$ cat config.mk
export PLATFORM = sky130hd
export DESIGN_NAME = arb_weighted_rr
export DESIGN_NICKNAME = d
export VERILOG_FILES = /design/src/rtl/arb_weighted_rr_pkg.sv /design/src/rtl/arb_weighted_rr_picker.sv /design/src/rtl/arb_weighted_rr.sv
export SDC_FILE = /design/constraint.sdc
export NUM_CORES = 1
export LEC_CHECK = 0
export CAP_MARGIN = 20
export CORE_MARGIN = 3
export CORE_UTILIZATION = 40
export CTS_BUF_LIST = sky130_fd_sc_hd__clkbuf_4
export DETAILED_ROUTE_END_ITERATION = 10
export PLACE_DENSITY = 0.64
export SYNTH_ARGS = -nofsm -noshare
export SYNTH_HDL_FRONTEND = slang
export SYNTH_SLANG_ARGS = --single-unit
$ cat constraint.sdc
create_clock -name clk -period 7.1 [get_ports clk]
set_input_delay 1.42 -clock clk [delete_from_list [all_inputs] [get_ports clk]]
set_output_delay 1.42 -clock clk [all_outputs]
set_load 0.01 [all_outputs]
$ cat src/rtl/arb_weighted_rr_pkg.sv
// Shared types and helpers for the weighted round-robin arbiter.
// Holds the FSM state encoding and the zero-weight rule.
package arb_weighted_rr_pkg;

  typedef enum logic {
    ARB_IDLE  = 1'b0,
    ARB_GRANT = 1'b1
  } arb_state_e;

  // A programmed weight of zero still earns one grant per round.
  function automatic int unsigned arb_eff_weight(
    input int unsigned w
  );
    return (w == 0) ? 32'd1 : w;
  endfunction

endpackage

$ cat src/rtl/arb_weighted_rr_picker.sv
// Combinational rotating first-set-bit picker.
// Ports: cand_i candidates, ptr_i start index, gnt_o one-hot pick.
module arb_rr_picker #(
  parameter int P_REQUESTER_NUM = 3,
  parameter int P_PTR_W = $clog2(P_REQUESTER_NUM)
) (
  input  logic [P_REQUESTER_NUM-1:0] cand_i,
  input  logic [P_PTR_W-1:0]         ptr_i,
  output logic [P_REQUESTER_NUM-1:0] gnt_o
);

  localparam int N = P_REQUESTER_NUM;

  logic [N-1:0] lo_mask;
  logic [N-1:0] hi;
  logic [N-1:0] sel;

  // Prefer candidates at or above the pointer; otherwise wrap
  // to the lowest candidate. x & -x isolates the lowest set bit.
  always_comb begin
    lo_mask = (N'(1) << ptr_i) - N'(1);
    hi      = cand_i & ~lo_mask;
    sel     = (|hi) ? hi : cand_i;
    gnt_o   = sel & (~sel + N'(1));
  end

endmodule

$ cat src/rtl/arb_weighted_rr.sv
// Weighted round-robin arbiter with registered, held one-hot grant.
// Ports: request/weight/grant_ready in; grant/valid/done/ptr out.
module arb_weighted_rr
  import arb_weighted_rr_pkg::*;
#(
  parameter int P_REQUESTER_NUM = 3,
  parameter int P_WEIGHT_W = 4,
  parameter int P_PTR_W = $clog2(P_REQUESTER_NUM)
) (
  input  logic                              clk,
  input  logic                              rst_n,
  input  logic [P_REQUESTER_NUM-1:0]        request,
  input  logic [P_REQUESTER_NUM*P_WEIGHT_W-1:0] weight,
  input  logic                              grant_ready,
  output logic [P_REQUESTER_NUM-1:0]        grant,
  output logic                              grant_valid,
  output logic [P_REQUESTER_NUM-1:0]        request_weight_completed,
  output logic [P_PTR_W-1:0]                prior_ptr
);

  localparam int N = P_REQUESTER_NUM;
  localparam int W = P_WEIGHT_W;

  arb_state_e   state_q, state_d;
  logic [N-1:0] grant_q, grant_d;
  logic [N-1:0] done_q, done_d;
  logic [W-1:0] cnt_q [N];
  logic [W-1:0] cnt_d [N];
  logic [P_PTR_W-1:0] ptr_q, ptr_d;

  logic [W-1:0] wt [N];
  logic [N-1:0] cand_raw;
  logic         restart;
  logic [N-1:0] cand;
  logic [N-1:0] pick;
  logic [P_PTR_W-1:0] gidx;
  logic [W-1:0] cnt_g;
  logic [W-1:0] wt_g;

  always_comb begin
    for (int k = 0; k < N; k++) begin
      wt[k] = weight[k*W +: W];
    end
  end

  // Once every requester still asking has finished its weight,
  // a new round starts from the raw request vector.
  assign cand_raw = request & ~done_q;
  assign restart  = ~|cand_raw;
  assign cand     = restart ? request : cand_raw;

  arb_rr_picker #(
    .P_REQUESTER_NUM(N),
    .P_PTR_W(P_PTR_W)
  ) u_picker (
    .cand_i(cand),
    .ptr_i (ptr_q),
    .gnt_o (pick)
  );

  always_comb begin
    gidx = '0;
    for (int k = 0; k < N; k++) begin
      if (grant_q[k]) gidx = P_PTR_W'(k);
    end
  end

  assign cnt_g = cnt_q[gidx];
  assign wt_g  = wt[gidx];

  always_comb begin
    state_d = state_q;
    grant_d = grant_q;
    done_d  = done_q;
    cnt_d   = cnt_q;
    ptr_d   = ptr_q;
    unique case (state_q)
      ARB_IDLE: begin
        if (|request) begin
          if (restart) begin
            done_d = '0;
            for (int k = 0; k < N; k++) begin
              cnt_d[k] = '0;
            end
          end
          grant_d = pick;
          state_d = ARB_GRANT;
        end
      end
      ARB_GRANT: begin
        if (grant_ready) begin
          if (32'(cnt_g) + 32'd1 >=
              arb_eff_weight(32'(wt_g))) begin
            done_d[gidx] = 1'b1;
            cnt_d[gidx]  = '0;
            if (gidx == P_PTR_W'(N - 1)) begin
              ptr_d = '0;
            end else begin
              ptr_d = gidx + P_PTR_W'(1);
            end
          end else begin
            cnt_d[gidx] = cnt_g + W'(1);
          end
          grant_d = '0;
          state_d = ARB_IDLE;
        end
      end
      default: state_d = ARB_IDLE;
    endcase
  end

  always_ff @(posedge clk) begin
    if (!rst_n) begin
      state_q <= ARB_IDLE;
      grant_q <= '0;
      done_q  <= '0;
      ptr_q   <= '0;
      for (int k = 0; k < N; k++) begin
        cnt_q[k] <= '0;
      end
    end else begin
      state_q <= state_d;
      grant_q <= grant_d;
      done_q  <= done_d;
      ptr_q   <= ptr_d;
      cnt_q   <= cnt_d;
    end
  end

  assign grant                    = grant_q;
  assign grant_valid              = (state_q == ARB_GRANT);
  assign request_weight_completed = done_q;
  assign prior_ptr                = ptr_q;

endmodule

; ---- After elaboration in Yosys (flattened, before gate mapping)
; Index checks and enable logic that the tools add are counted.
[word_totals]
latch_bits = 0
in_bits = 18
reg_bits = 21
ram_bits = 0
romBits = 0
memories = 0
[op_classes]
n_bitwise = 11
n_lt_le_gt_ge = 5
mul = 0
n_mux = 33
shifts = 1
n_reduce_logical = 10
addsub = 5
div = 0
n_eq_ne = 5
[ops]
columns = operator, n
row1 = $mux W12, 4
row2 = $mux W3, 8
row3 = $mux W4, 6
row4 = $pmux W12 S2, 1
row5 = $bmux W4 S2, 2
row6 = $and A12 B12 Y12, 1
row7 = $bwmux W12, 1
row8 = $not A12 Y12, 1
row9 = $pmux W3 S2, 2
row10 = $and A3 B3 Y3, 3
row11 = $not A3 Y3, 3
row12 = $reduce_or A3 Y1, 3
row13 = $demux W4 S2, 1
row14 = $ne A2 B2 Y1 const B, 3
row15 = $reduce_and A3 Y1, 2
row16 = $add A4 B1 Y5 const B, 1
row17 = $ge A5 B4 Y1, 1
row18 = $add A4 B1 Y4 const B, 1
row19 = $logic_not A4 Y1, 1
row20 = $mux W1, 4
row21 = $mux W2, 2
row22 = $reduce_and A4 Y1, 1
row23 = $add A3 B1 Y3 const B, 1
row24 = $ge A3 B3 Y1 const B, 1
row25 = other kinds (15), 16

; ---- Depth between registers and ports, before layout
; Gate-level depths: netlist (run 1).
[depth]
ltp_word = 12
mapped_depth = 14

; ---- Modules after synthesis
; A second synthesis (run 1) with hierarchy kept.
[hier_totals]
cells_unflattened = 160
area_unflattened_um2 = 1367.6
[by_module_without_submodules]
columns = module, cells_per_inst, area_per_inst_um2, seq_area_each_um2, instances
row1 = arb_weighted_rr, 149, 1298.7, 420.4, 1
row2 = arb_rr_picker, 11, 68.8, 0.0, 1

; ---- Worst setup path after synthesis (run 1)
; OpenSTA, ideal clock, no wires.
[synth_path]
path_kind = input-to-reg
startpoint = input port weight[7]
endpoint = register cnt_q[7] in the netlist's numbering
arrival_ns = 3.196
path_stages = 13
setup_slack_ns = 3.834
t_required_ns = 7.030
path_cell_list = mux2i_1 nor2_1 a21oi_1 nand3_1 o211ai_1 ha_1 nor2b_1 o21ai_0 a21oi_1 nor2b_2 buf_6 and3_1 o2bb2ai_1
[synth_between]
elab_chain_len = 9
[synth_rtl]
columns = item, line_no
row1 = from (decl), arb_weighted_rr.sv:13  ; input logic [P_REQUESTER_NUM*P_WEIGHT_W-1:0] weight,
row2 = $bmux W4 S2 *, arb_weighted_rr.sv:69  ; assign wt_g = wt[gidx];
row3 = $mux W4 (implied by the code) * (2 in a row), arb_weighted_rr.sv:69
row4 = $logic_not A4 Y1, arb_weighted_rr_pkg.sv:14  ; return (w == 0) ? 32'd1 : w;
row5 = $mux W4 *, arb_weighted_rr_pkg.sv:14
row6 = $ge A5 B4 Y1 *, arb_weighted_rr.sv:92  ; if (32'(cnt_g) + 32'd1 >=
row7 = $mux W12 *, arb_weighted_rr.sv:92
row8 = $mux W12 *, arb_weighted_rr.sv:91  ; if (grant_ready) begin
row9 = $pmux W12 S2 *, arb_weighted_rr.sv:77  ; unique case (state_q)
row10 = to (signal assigned), arb_weighted_rr.sv:126  ; cnt_q <= cnt_d;
row11 = to (decl), arb_weighted_rr.sv:27  ; logic [W-1:0] cnt_q [N];
; Mark *: on every way between the ends. The rest lies on a longest branch, timed or not. The select of a mux whose other input is x is not followed.
; A chain may end at the register's enable or synchronous reset.

; ---- Worst setup path after layout (run 1)
[layout_path]
startpoint = input port weight[7]
endpoint = register cnt_q[1] in the netlist's numbering
; Same word-level chain as after synthesis.

==> flow_results.org, run 1 <==
** Worst setup path
- The setup path with the least slack is of type input pin to flip-flop.
- Top fanout value on the critical path :: 11
- The number of cells on the worst reg-to-reg path is 12.
- Crit path top cell by count :: sky130_fd_sc_hd__a21oi_1
- The largest single stage delay on the critical path is 450 ps.
- Data arrival time at the worst-slack endpoint :: 4060 ps
- Walking the worst path, the cells encountered are clkdlybuf4s50_1 -> mux2i_1 -> nor2_1 -> a21oi_1 -> nand3_1 -> o211ai_1 -> ha_1 -> nor2b_1 -> o21ai_0 -> a21oi_1 -> nor2b_2 -> and3_1 -> a32o_1.
- CP startpoint kind :: input pin
- Among all stages on the critical path, the largest delay is contributed by sky130_fd_sc_hd__nor2b_2.
- Required time of the critical path :: 7370 ps
- The worst setup path is captured at a flip-flop.

** Placed design
- The congestion estimate from routability-driven global placement came to 0.841.
- DPL Wire Length :: 2630 µm
- I/O Buffers :: 26

** Clock tree
- Buffer cell driving the clock tree root :: sky130_fd_sc_hd__clkbuf_4
- After clock tree synthesis, the clock-pin slew on the worst setup and hold paths is around 130 ps.
- After clock tree synthesis, the setup repair step added 0 buffers.
- Gates resized during post-CTS repair numbered 0.
- In this run, CTS created clock tree buffers numbering 3.
- Clock tree synthesis found a total of 21 sinks.
- Insertion delay to the later sink of the worst-skew pair :: 320 ps
- Counting along the longest clock path gives a buffer depth of 2.
- TritonCTS clock tree :: yes
- In this run the number of H-tree levels came out at 1.
- After clock tree synthesis, the flow added hold-fix buffers numbering 0.

** Logic synthesis
- Most frequent cells after synthesis :: sky130_fd_sc_hd__dfxtp_1 (21), sky130_fd_sc_hd__nand2_1 (15), sky130_fd_sc_hd__a21oi_1 (12)
- Most instantiated flip-flop cell in the synthesis netlist :: sky130_fd_sc_hd__dfxtp_1
- Netlist area before placement :: between 1000 and 1500 µm²
- Summed over all instances, the cell type with the most area after synthesis is sky130_fd_sc_hd__dfxtp_1.
- Proportion of synthesized chip area in sequential cells :: between 20 and 30%
- Counting every instance in the synthesized netlist gives 158.
- The number of nets handed over by synthesis was ~180.
- Top cells by area, synth :: sky130_fd_sc_hd__dfxtp_1 (29%), sky130_fd_sc_hd__ha_1 (4.3%), sky130_fd_sc_hd__a21oi_1 (4.2%), sky130_fd_sc_hd__nand2_1 (3.9%), sky130_fd_sc_hd__mux2i_1 (3.5%)
- In this run, distinct cell masters in the synthesized netlist total 57.
- The top cell type by area accounts for 29.1% of the synthesized area.
- The Yosys step of the flow raised 0 warnings.
- Synth Area per Inst :: just over 9 µm²
- In this run, synthesis inferred 0 flip-flops with an integrated enable.
- Register bit total from synthesis :: 21
- For this run, asynchronously set or reset flops after synthesis account for 0%.
- The most common cell in the synthesized netlist is sky130_fd_sc_hd__dfxtp_1.

** Finish
- Of the cells placed in the final design, the portion with a size suffix greater than 1 is 15.4%.
- The repair_antennas step left the layout with diodes totalling 0.
- From synthesis to final layout, the design area changed by 19.8%.
- For this run, the post-layout net count is 206.

** GRT
- Global-route wire length before repair :: 5750 µm
- Antenna violations before repair :: 0
- Number of global-route vias before repair :: 1249
- Global routing consumed, over all layers together, approximately 17% of the routing resources.
- Summed over all layers, the global routing overflow is 0.
- Entering global routing, the biggest net connects 23 pins.

** Timing
- Headroom to the max-slew limit came out at 39.4%.
- The final count of hold timing violations was 0.
- After layout, the worst path uses 53.3% of the clock period.
- Crit path time final :: 3790 ps
- Setup repair after global routing left no endpoint under its margin.
- Across the routed clock network, the largest skew measured is 9.64 ps.
- Slew @ Worst Pin :: 908 ps
- Hold is met by 462 ps.
- Fin. max-slew vios :: 0
- Setup violations remaining at the end of the flow were counted as 0.
- Highest clock rate :: 0.264 GHz
- For the final routed database, the setup TNS stands at 0 ps.

** Flow run
- Max-cap violations in this run came to 0.

** Routing
- Number of violations reported at the end of detailed-routing iteration 0 :: 54
- In the routed design, unresolved DRC markers number 0.
- Vias :: 1278
- The detail route stage leaves a number of antenna-violating nets equal to 0.
- Dividing the detail-routed via count by the number of cells gives approximately 5.6.
- Dividing the detail-routed wire length by the instance count gives 15.0 µm.
- Summed over all layers, the routed wires come to 3430 µm.
- DRT Pass-1 Iters :: 4

** Power and ir drop
- In this run the static leakage power is 0.645 nW.
- For this design the ratio of total power to cell area is 155 nW/µm².
- Peak supply drop :: between 0.07 and 0.08 mV

** Floorplanning
- Floorplan die height :: 66.1 µm
- Die extent in x :: between 60 and 70 µm
- Area of the die :: ~4400 µm²
- Rows :: 21
- Pin placement for this block handled 27 I/O pins.
- Core ar. :: 3420 µm²
- Initial core utilization :: between 40% and 50%

** Min path
- Hold Path Cell Cnt :: 2
- Min-Delay Path Class :: flip-flop to flip-flop

** Outcome
- The flow ran to the end, and the final reports show no timing, DRC or antenna violations.
-- sequential cells by signal, summed over array words and instances, names as in the netlist --
name and count:
request_weight_completed 3, cnt_q 12, grant_valid 1, grant 3, prior_ptr 2
-- critical path, delay by kind of cell --
kind	cells	cell delay (ps)
and+or+nand+nor	5	970
AOI/OAI and AO/OA	5	890
buffers and inverters	1	390
adders and majority gates	1	260
muxes	1	120
-- layout make-up --
class	instances	area [µm²]
clock buffers	3	22.5
clock inverters	1	5.00
fillers	338	1690
inverters	3	11.3
multi-input cells	128	953
flip-flops and latches	21	420
well taps	46	57.6
repair buffers	26	260
-- path summary, 6_finish.rpt --
check	to	slack (ps)	startpoint
max	cnt_q[1]	3310	weight[7]
min	cnt_q[7]	460	cnt_q[7]
max reg2reg	cnt_q[1]	3360	grant[1]
min reg2reg	cnt_q[7]	460	cnt_q[7]
-- routing by layer --
layer	track usage, %	wire length (µm)	vias up
met4	2.79	29	0
li1	-	-	639
met1	22.6	1620	596
met5	0	0	-
met2	27.1	1610	37
met3	4.25	165	6
-- cells in the final DEF (no fill, tap or decap), types with 2 or more instances in the layout --
cell type	synthesis	layout
sky130_fd_sc_hd__a21oi_1	12	12
sky130_fd_sc_hd__a22o_1	3	3
sky130_fd_sc_hd__a31oi_1	5	5
sky130_fd_sc_hd__a32o_1	2	2
sky130_fd_sc_hd__and3_1	5	5
sky130_fd_sc_hd__clkbuf_4	0	3
sky130_fd_sc_hd__clkdlybuf4s50_1	0	26
sky130_fd_sc_hd__dfxtp_1	21	21
sky130_fd_sc_hd__ha_1	5	5
sky130_fd_sc_hd__inv_1	2	2
sky130_fd_sc_hd__mux2i_1	5	5
sky130_fd_sc_hd__nand2_1	15	15
sky130_fd_sc_hd__nand2b_1	4	4
sky130_fd_sc_hd__nand2b_4	2	2
sky130_fd_sc_hd__nand3_1	7	7
sky130_fd_sc_hd__nor2_1	11	11
sky130_fd_sc_hd__nor2b_1	5	5
sky130_fd_sc_hd__nor2b_4	2	2
sky130_fd_sc_hd__o211ai_1	4	4
sky130_fd_sc_hd__o21ai_0	3	3
sky130_fd_sc_hd__o21ai_1	3	3
sky130_fd_sc_hd__o41ai_1	2	2
sky130_fd_sc_hd__or4_4	2	2
-- stage by stage --
| step | area [µm²] | utilization [%] | instances | worst slack, ps | total power, mW |
|---|---|---|---|---|---|
| 6_report | 1730 | 50.7 | 228 | 3310 | 0.268 |
| 3_5_place_dp | 1700 | 49.9 | 224 | 2980 | 0.209 |
| 4_1_cts | 1730 | 50.7 | 228 | 3300 | 0.269 |
| 3_3_place_gp | 1700 | 49.9 | 224 | 3040 | 0.207 |
| 2_1_floorplan | 1440 | - | 158 | 3830 | 0.186 |
| 5_1_grt | 1730 | 50.7 | 228 | 3040 | 0.282 |
-- power breakdown --
group	internal, mW	switching (mW)	leakage [nW]
Combinational	0.0360	0.0404	0.456
Sequential	0.123	0.00736	0.170
Clock	0.0211	0.0404	0.0177
Total	0.180	0.0881	0.645
-- logic make-up (layout without fill, tap and decap cells) --
group                    after synthesis  in the layout  share of synthesized area, %
AND/OR/NAND/NOR                       64             64                          28.0
AO/OA/AOI/OAI                         48             48                          24.5
flip-flops                            21             21                          29.1
multiplexers                          10             10                          8.58
buffers and inverters                  9             33                          4.85
adder cells (fa/ha/maj)                5              5                          4.33
XOR/XNOR                               1              1                         0.607
(Power assumes the default switching activity.)
==> run 2, diff against run 1 <==
--- a/config.mk
+++ b/config.mk
@@ -10,7 +10,7 @@
 export CORE_UTILIZATION = 40
 export CTS_BUF_LIST = sky130_fd_sc_hd__clkbuf_4
 export DETAILED_ROUTE_END_ITERATION = 10
-export PLACE_DENSITY = 0.64
+export PLACE_DENSITY = 0.66
 export SYNTH_ARGS = -nofsm -noshare
 export SYNTH_HDL_FRONTEND = slang
 export SYNTH_SLANG_ARGS = --single-unit
==> constraint.sdc (replaced) <==
create_clock -name clk -period 3.3 [get_ports clk]
set_input_delay 0.66 -clock clk [delete_from_list [all_inputs] [get_ports clk]]
set_output_delay 0.66 -clock clk [all_outputs]
set_load 0.01 [all_outputs]
==> run 2 against run 1 <==
Via count is 0.55% higher. Critical path depth stayed put. Setup slack worse by 3000 ps. Largest power group unchanged. Non-clock buffer count is 6 higher. First-iteration DRC count is 30% lower. Worst hold slack better by 8.1 ps. Final cell count is 3.1% higher. Clock-buffer cell count stayed put. Combinational power is 140% higher. Largest cell class unchanged. Sequential power is 110% higher. Register-to-register slack worse by 3100 ps. Cell area is 3.8% higher.
==> flow_results.org, run 2 (synthesis results as in run 1) <==
** Outcome
- Run status :: finished, final reports clean

** Timing
- Final sum of negative setup slack :: 0 ps
- For the pin with the worst max-slew slack, the measured transition is approximately 700 ps.
- Final Hold Vio Count :: 0
- Number of setup violations in the final report :: 0
- Fin. max-slew vios :: 0
- The final critical path takes up 91.8% of the cycle.
- Crit path time final :: 3030 ps
- Highest clock rate :: approximately 0.33 GHz
- Headroom to the max-slew limit came out at 53.3%.
- Unrepaired setup endpoints after global routing :: false
- Clock skew on the completed layout was measured at between 8 and 9 ps.

** Finish
- Max FFs per register :: 12
- Largest register by flop count :: cnt_q
- Post-layout net count :: 213
- Across the whole layout, storage elements account for 422 µm².
- Area used by multi-input combinational logic :: around 970 µm²
- The repair_antennas step left the layout with diodes totalling 0.
- Commonest cells after routing, fill and taps aside :: sky130_fd_sc_hd__clkdlybuf4s50_1 (26), sky130_fd_sc_hd__dfxtp_1 (20), sky130_fd_sc_hd__nand2_1 (15)
- Total of fill cells in the finished design :: 333
- Layout cells sized above 1 :: 19.6%
- Leaving out fill and tap cells, the most frequent cell in the layout is sky130_fd_sc_hd__clkdlybuf4s50_1.
- With fillers left out, the area of the finished cells amounts to around 1800 µm².
- Area growth from synthesis to final layout :: 24.3%

** Routing
- The detail route stage leaves a number of antenna-violating nets equal to 0.
- Dividing the detail-routed wire length by the instance count gives about 15 µm.
- The routed layout has 1285 vias.
- The first detailed-routing pass ran for 4 iterations.
- Number of violations reported at the end of detailed-routing iteration 0 :: 38
- The final layout contains routed wiring with a total length of around 3500 µm.
- For this run, design rule violations remaining after detail routing come to 0.
- Via density per instance :: about 5.5

** Floorplanning
- The die covers 4370 µm².
- Rows :: 21
- Initial core utilization :: 42.3%
- Die extent in x :: 66.1 µm
- Number of top-level pins :: 27
- After floorplanning, the core was sized to cover 3420 µm².
- From bottom edge to top edge, the die measures roughly 66 µm.

** Power and ir drop
- Clock share of power :: around 22%
- Internal :: 399 µW
- Sequential cells burn a little under half of the power.
- Part of the total power dissipated in combinational logic :: 31.5%
- The analysis attributes to cell leakage a power of about 0.7 nW.
- The worst-case IR drop observed on VDD is 0.225 mV.
- Sw power :: approximately 190 µW
- Power spread over the standard cell area amounts to 329 nW/µm².
- Net switching is 32.4% of the power.

** Clock tree
- The tree built by TritonCTS fans out to 21 sinks.
- Cts-stage hold buffer count :: 0
- The clock passes through at most 2 buffers.
- Clock latency on the worst-skew pair, taken at its later pin, is 310 ps.
- H-tree level count :: 1
- CTS clock-pin slew for the worst setup and hold paths :: around 130 ps
- TritonCTS built the clock tree.
- In this run the clock root is driven by a sky130_fd_sc_hd__clkbuf_4.
- Clock buffers created by TritonCTS :: 3

** GRT
- Pin count of the biggest net entering global routing :: 19
- Antenna violations before repair :: 0
- After global routing the overflow that remains totals 0.
- The number of global-route vias before repair is 1242.
- Global-route wire length before repair :: 5840 µm
- Global routing used roughly 17% of the available tracks across all layers.

** Worst setup path
- CP startpoint kind :: flip-flop
- Buffers plus inverters on the worst setup path :: 1
- The worst setup path is captured at a flip-flop.
- Worst setup path category :: flip-flop to flip-flop
- The largest individual stage delay along the critical path comes from the cell sky130_fd_sc_hd__dfxtp_1.
- Required time of the critical path :: between 3000 and 4000 ps
- Data arrival time at the worst-slack endpoint :: 3290 ps
- Top fanout value on the critical path :: 4
- Traced cell by cell, the critical path runs through and2b_1 -> a211oi_2 -> nor2_1 -> ha_1 -> xnor2_1 -> ha_1 -> a21oi_1 -> o21ai_0 -> a21oi_1 -> buf_4 -> nand2b_4 -> nor3_4 -> a22o_1.
- Largest delay contributor family on the critical path :: compound AO/OA/AOI/OAI gates
- For this run, the slowest stage of the critical path takes 410 ps.

** Min path
- The min-delay analysis places its worst path in the category flip-flop to flip-flop.

** Placed design
- The placed instances occupy a cell area of 1740 µm².
- I/O Buffers :: 26
- Detailed placement ended at an HPWL of 2760 µm.
- Routability congestion estimate from global placement :: 0.890

** Flow run
- The tool flagged a number of max-cap violations equal to 0.
run 2: repair_timing:
action	4_1_cts	5_1_grt
buffers inserted	0	1
gates resized for setup	0	3
endpoints found under the hold margin	0	0
endpoints found under the setup margin	0	10
run 2: worst min-delay path: stages (launching register included):
cell	delay, ps
sky130_fd_sc_hd__dfxtp_1	330
sky130_fd_sc_hd__nand2_1	50
sky130_fd_sc_hd__o2bb2ai_1	50
run 2: area by class of cell:
cell class,count,area share [%]
clock buffers,3,1.25
clock inverters,1,0.279
repair buffers,32,17.0
inverters,3,0.627
flip-flops and latches,21,23.5
well taps,46,3.21
multi-input cells,129,54.1
run 2: per-layer routing:
| metal | track usage, % | vias up | wire length [µm] |
|---|---|---|---|
| li1 | - | 653 | - |
| met1 | 23.4 | 614 | 1770 |
| met2 | 27.8 | 16 | 1650 |
| met3 | 4.25 | 2 | 80 |
| met4 | 1.78 | 0 | 13 |
| met5 | 0 | - | 0 |
run 2: final timing paths:
| kind | slack [ps] | depth (start not counted) | endpoint | start |
|---|---|---|---|---|
| setup / recovery | 270 | 13 | cnt_q[9] | grant[1] |
| setup reg to reg | 270 | 13 | cnt_q[9] | grant[1] |
| hold reg to reg | 470 | 2 | cnt_q[7] | cnt_q[7] |
| hold / removal | 470 | 2 | cnt_q[7] | cnt_q[7] |
run 2: power by group through the flow:
stage               logic, mW  clock network [mW]  registers [mW]
finish                  0.186               0.128           0.276
detailed placement      0.176                   0           0.282
global placement        0.172                   0           0.281
global route            0.203               0.144           0.278
floorplan               0.120                   0           0.281
CTS                     0.177               0.132           0.276
run 2: stage by stage:
stage / cells / setup slack, ps / hold slack (ps) / utilization, % / total power, mW
3_3_place_gp: 229 / 237 / 445 / 51.0 / 0.453
5_1_grt: 235 / 28.2 / 485 / 52.6 / 0.625
6_report: 235 / 270 / 471 / 52.6 / 0.591
2_1_floorplan: 158 / 498 / 427 / - / 0.400
3_5_place_dp: 229 / 92.3 / 455 / 51.0 / 0.458
4_1_cts: 233 / 101 / 472 / 51.8 / 0.585
==> run 3, diff against run 2 <==
--- a/config.mk
+++ b/config.mk
@@ -10,7 +10,7 @@
 export CORE_UTILIZATION = 40
 export CTS_BUF_LIST = sky130_fd_sc_hd__clkbuf_4
 export DETAILED_ROUTE_END_ITERATION = 10
-export PLACE_DENSITY = 0.66
+export PLACE_DENSITY_LB_ADDON = 0.25
 export SYNTH_ARGS = -nofsm -noshare
 export SYNTH_HDL_FRONTEND = slang
 export SYNTH_SLANG_ARGS = --single-unit
==> run 3 against run 2 <==
Setup slack gained 99 ps. Final cell count shrank 1.3%. Sequential cell count is the same. Global-route usage grew 0.54 points. Sequential share of layout area grew 0.29 points. Worst hold slack lost 10 ps. Clock-buffer cell count grew 1. Wire length shrank 3.1%. Combinational power shrank 5%. Clock power grew 8%. Sequential power is essentially flat. Largest power group unchanged. Highest routed layer unchanged.
==> flow_results.org, run 3 (synthesis results as in run 1) <==
** Finish
- Final Core Density :: 51.8%
- Max FFs per register :: 12
- Leaving out fill and tap cells, the most frequent cells in the layout are sky130_fd_sc_hd__clkdlybuf4s50_1 (26), sky130_fd_sc_hd__dfxtp_1 (21), sky130_fd_sc_hd__nand2_1 (15).
- Summing all multi-input logic gate instances after layout gives 958 µm².
- Total of fill cells in the finished design :: 348
- Layout cells sized above 1 :: 17.2%
- After routing the design area is 1770 µm².
- Area growth from synthesis to final layout :: 22.4%
- More flip-flops sit in one register than any other, and that register is cnt_q.
- Post-layout net count :: 210
- Leaving out fill and tap cells, the most frequent cell in the layout is sky130_fd_sc_hd__clkdlybuf4s50_1.
- Registers take 420 µm².
- Antenna cell count :: 0
- Layout Cells excl Fill :: between 200 and 250

** Power and ir drop
- Clock share of power :: 23.3%
- Sw power :: 186 µW
- Leakage power :: 0.674 nW
- Peak supply drop :: 0.194 mV
- Part of the total power dissipated in combinational logic :: around 30%
- Sequential cells account for 46.7% of the total power.
- Net switching is roughly a third of the power.
- Internal :: between 400 and 500 µW
- The design draws just under 600 µW.
- Cell area power density :: 334 nW/µm²

** GRT
- GRT Util Overall :: 17.6%
- The first global-routing pass estimated 5950 µm of wire.
- Pin count of the biggest net entering global routing :: 19
- Antenna violations before repair :: 0
- The number of global-route vias before repair is around 1.2k.
- Global routing finished with a remaining overflow of 0.

** Clock tree
- Clock tree synthesis selected as its root buffer the cell sky130_fd_sc_hd__clkbuf_4.
- Buffers inserted during post-CTS setup optimization :: 0
- In this run, post-CTS hold repair placed 0 buffers.
- After clock tree synthesis, the clock-pin slew on the worst setup and hold paths is 120 ps.
- The clock net in this run drives a total of 21 sinks.
- In this run the deepest clock path goes through 2 buffers.
- The number of gates resized after CTS was 0.
- The clock reaches the later pin of the worst-skew pair after 320 ps.
- TritonCTS built the clock tree.
- Buffers inserted during clock tree synthesis total 3.
- H-tree level count :: 1

** Timing
- Smallest hold slack :: 460 ps
- Number of setup violations in the final report :: 0
- In this run the tightest slew margin relative to its limit is 54.2%.
- Worst clock skew :: 9.27 ps
- In the finished design, the share of the clock period the worst path needs comes to 88.8%.
- After routing, the total negative slack on setup checks comes to 0 ps.
- The total count of max-transition violations in the final report is 0.
- Setup slack closes at 369 ps.
- Final Hold Vio Count :: 0
- Crit path time final :: between 2000 and 3000 ps
- Highest clock rate :: 0.341 GHz
- Setup repair after global routing left no endpoint under its margin.
- For the pin with the worst max-slew slack, the measured transition is a little under 700 ps.

** Min path
- The path class of the tightest hold or removal check is flip-flop to flip-flop.

** Placed design
- Routability congestion estimate from global placement :: approximately 0.85
- At the placement stage, the worst setup path has a slack of 171 ps.
- After detailed placement, the total cell area comes to ~1700 µm².
- I/O Buffers :: 26
- DP Cell Count :: 228
- DPL Wire Length :: 2650 µm

** Routing
- Dividing the detail-routed wire length by the instance count gives 14.7 µm.
- Summed over all layers, the routed wires come to around 3400 µm.
- Vias :: 1287
- Number of violations reported at the end of detailed-routing iteration 0 :: 56
- Via density per instance :: 5.55
- The count of nets left with antenna violations once routing finished came out at 0.
- Post-route DRC :: 0
- The first detailed-routing pass took 4 iterations.

** Floorplanning
- The die is 66.1 µm wide.
- The floorplan step defined a die boundary enclosing approximately 4400 µm².
- The floorplan has 21 rows.
- The die is 66.1 µm tall.
- Core ar. :: 3420 µm²
- 27 I/O pins were placed.
- Initial core utilization :: 42.3%

** Flow run
- Number of maximum-capacitance violations :: 0

** Worst setup path
- Top fanout value on the critical path :: 13
- By startpoint and endpoint, the worst setup path is classified as flip-flop to flip-flop.
- Crit. End Element :: flip-flop
- CP startpoint kind :: flip-flop
- At the worst endpoint, the required time is 3560 ps.
- Data arrival time at the worst-slack endpoint :: roughly 3200 ps

** Outcome
- Run status :: finished, final reports clean
[run 3: changes by cell type in the layout (fill, tap and decap cells not counted), sizes merged]
cell,previous run,this run
buf,6,4
clkbuf,3,4
clkinv,1,0
nor2b,9,8
[run 3: critical path: stages, from the launching register on]
cell and delay, ps:
sky130_fd_sc_hd__dfxtp_1 350, sky130_fd_sc_hd__buf_4 230, sky130_fd_sc_hd__mux2i_1 250, sky130_fd_sc_hd__o21ai_1 120, sky130_fd_sc_hd__ha_1 290, sky130_fd_sc_hd__xnor2_1 250, sky130_fd_sc_hd__ha_1 280, sky130_fd_sc_hd__a21oi_1 140
sky130_fd_sc_hd__o21ai_0 90, sky130_fd_sc_hd__a21oi_1 200, sky130_fd_sc_hd__nor2b_4 310, sky130_fd_sc_hd__nand3_1 160, sky130_fd_sc_hd__o21ai_1 190
[run 3: layout make-up]
class                   count  share of cell area (%)
repair buffers             30                    16.4
flip-flops and latches     21                    23.8
inverters                   3                   0.637
multi-input cells         128                    54.2
well taps                  46                    3.26
clock buffers               4                    1.70
[run 3: path summary, 6_finish.rpt]
kind         cells after the start  startpoint       end  slack, ps
max reg2reg                     12    grant[1]  cnt_q[0]        370
max                             12    grant[1]  cnt_q[0]        370
min                              2    cnt_q[7]  cnt_q[7]        460
min reg2reg                      2    cnt_q[7]  cnt_q[7]        460
[run 3: power by group through the flow]
stage	clock, mW	combinational (mW)	sequential, mW
floorplan	0	0.120	0.281
global placement	0	0.170	0.281
detailed placement	0	0.175	0.281
CTS	0.144	0.176	0.275
global route	0.152	0.197	0.277
finish	0.138	0.177	0.275
[run 3: per-layer routing]
layer	track usage [%]	up-vias	share of wire, %
li1	-	645	-
met1	24.3	591	48
met2	27.1	46	44
met3	4.25	5	7.0
met4	4.57	0	1.1
met5	0	-	0
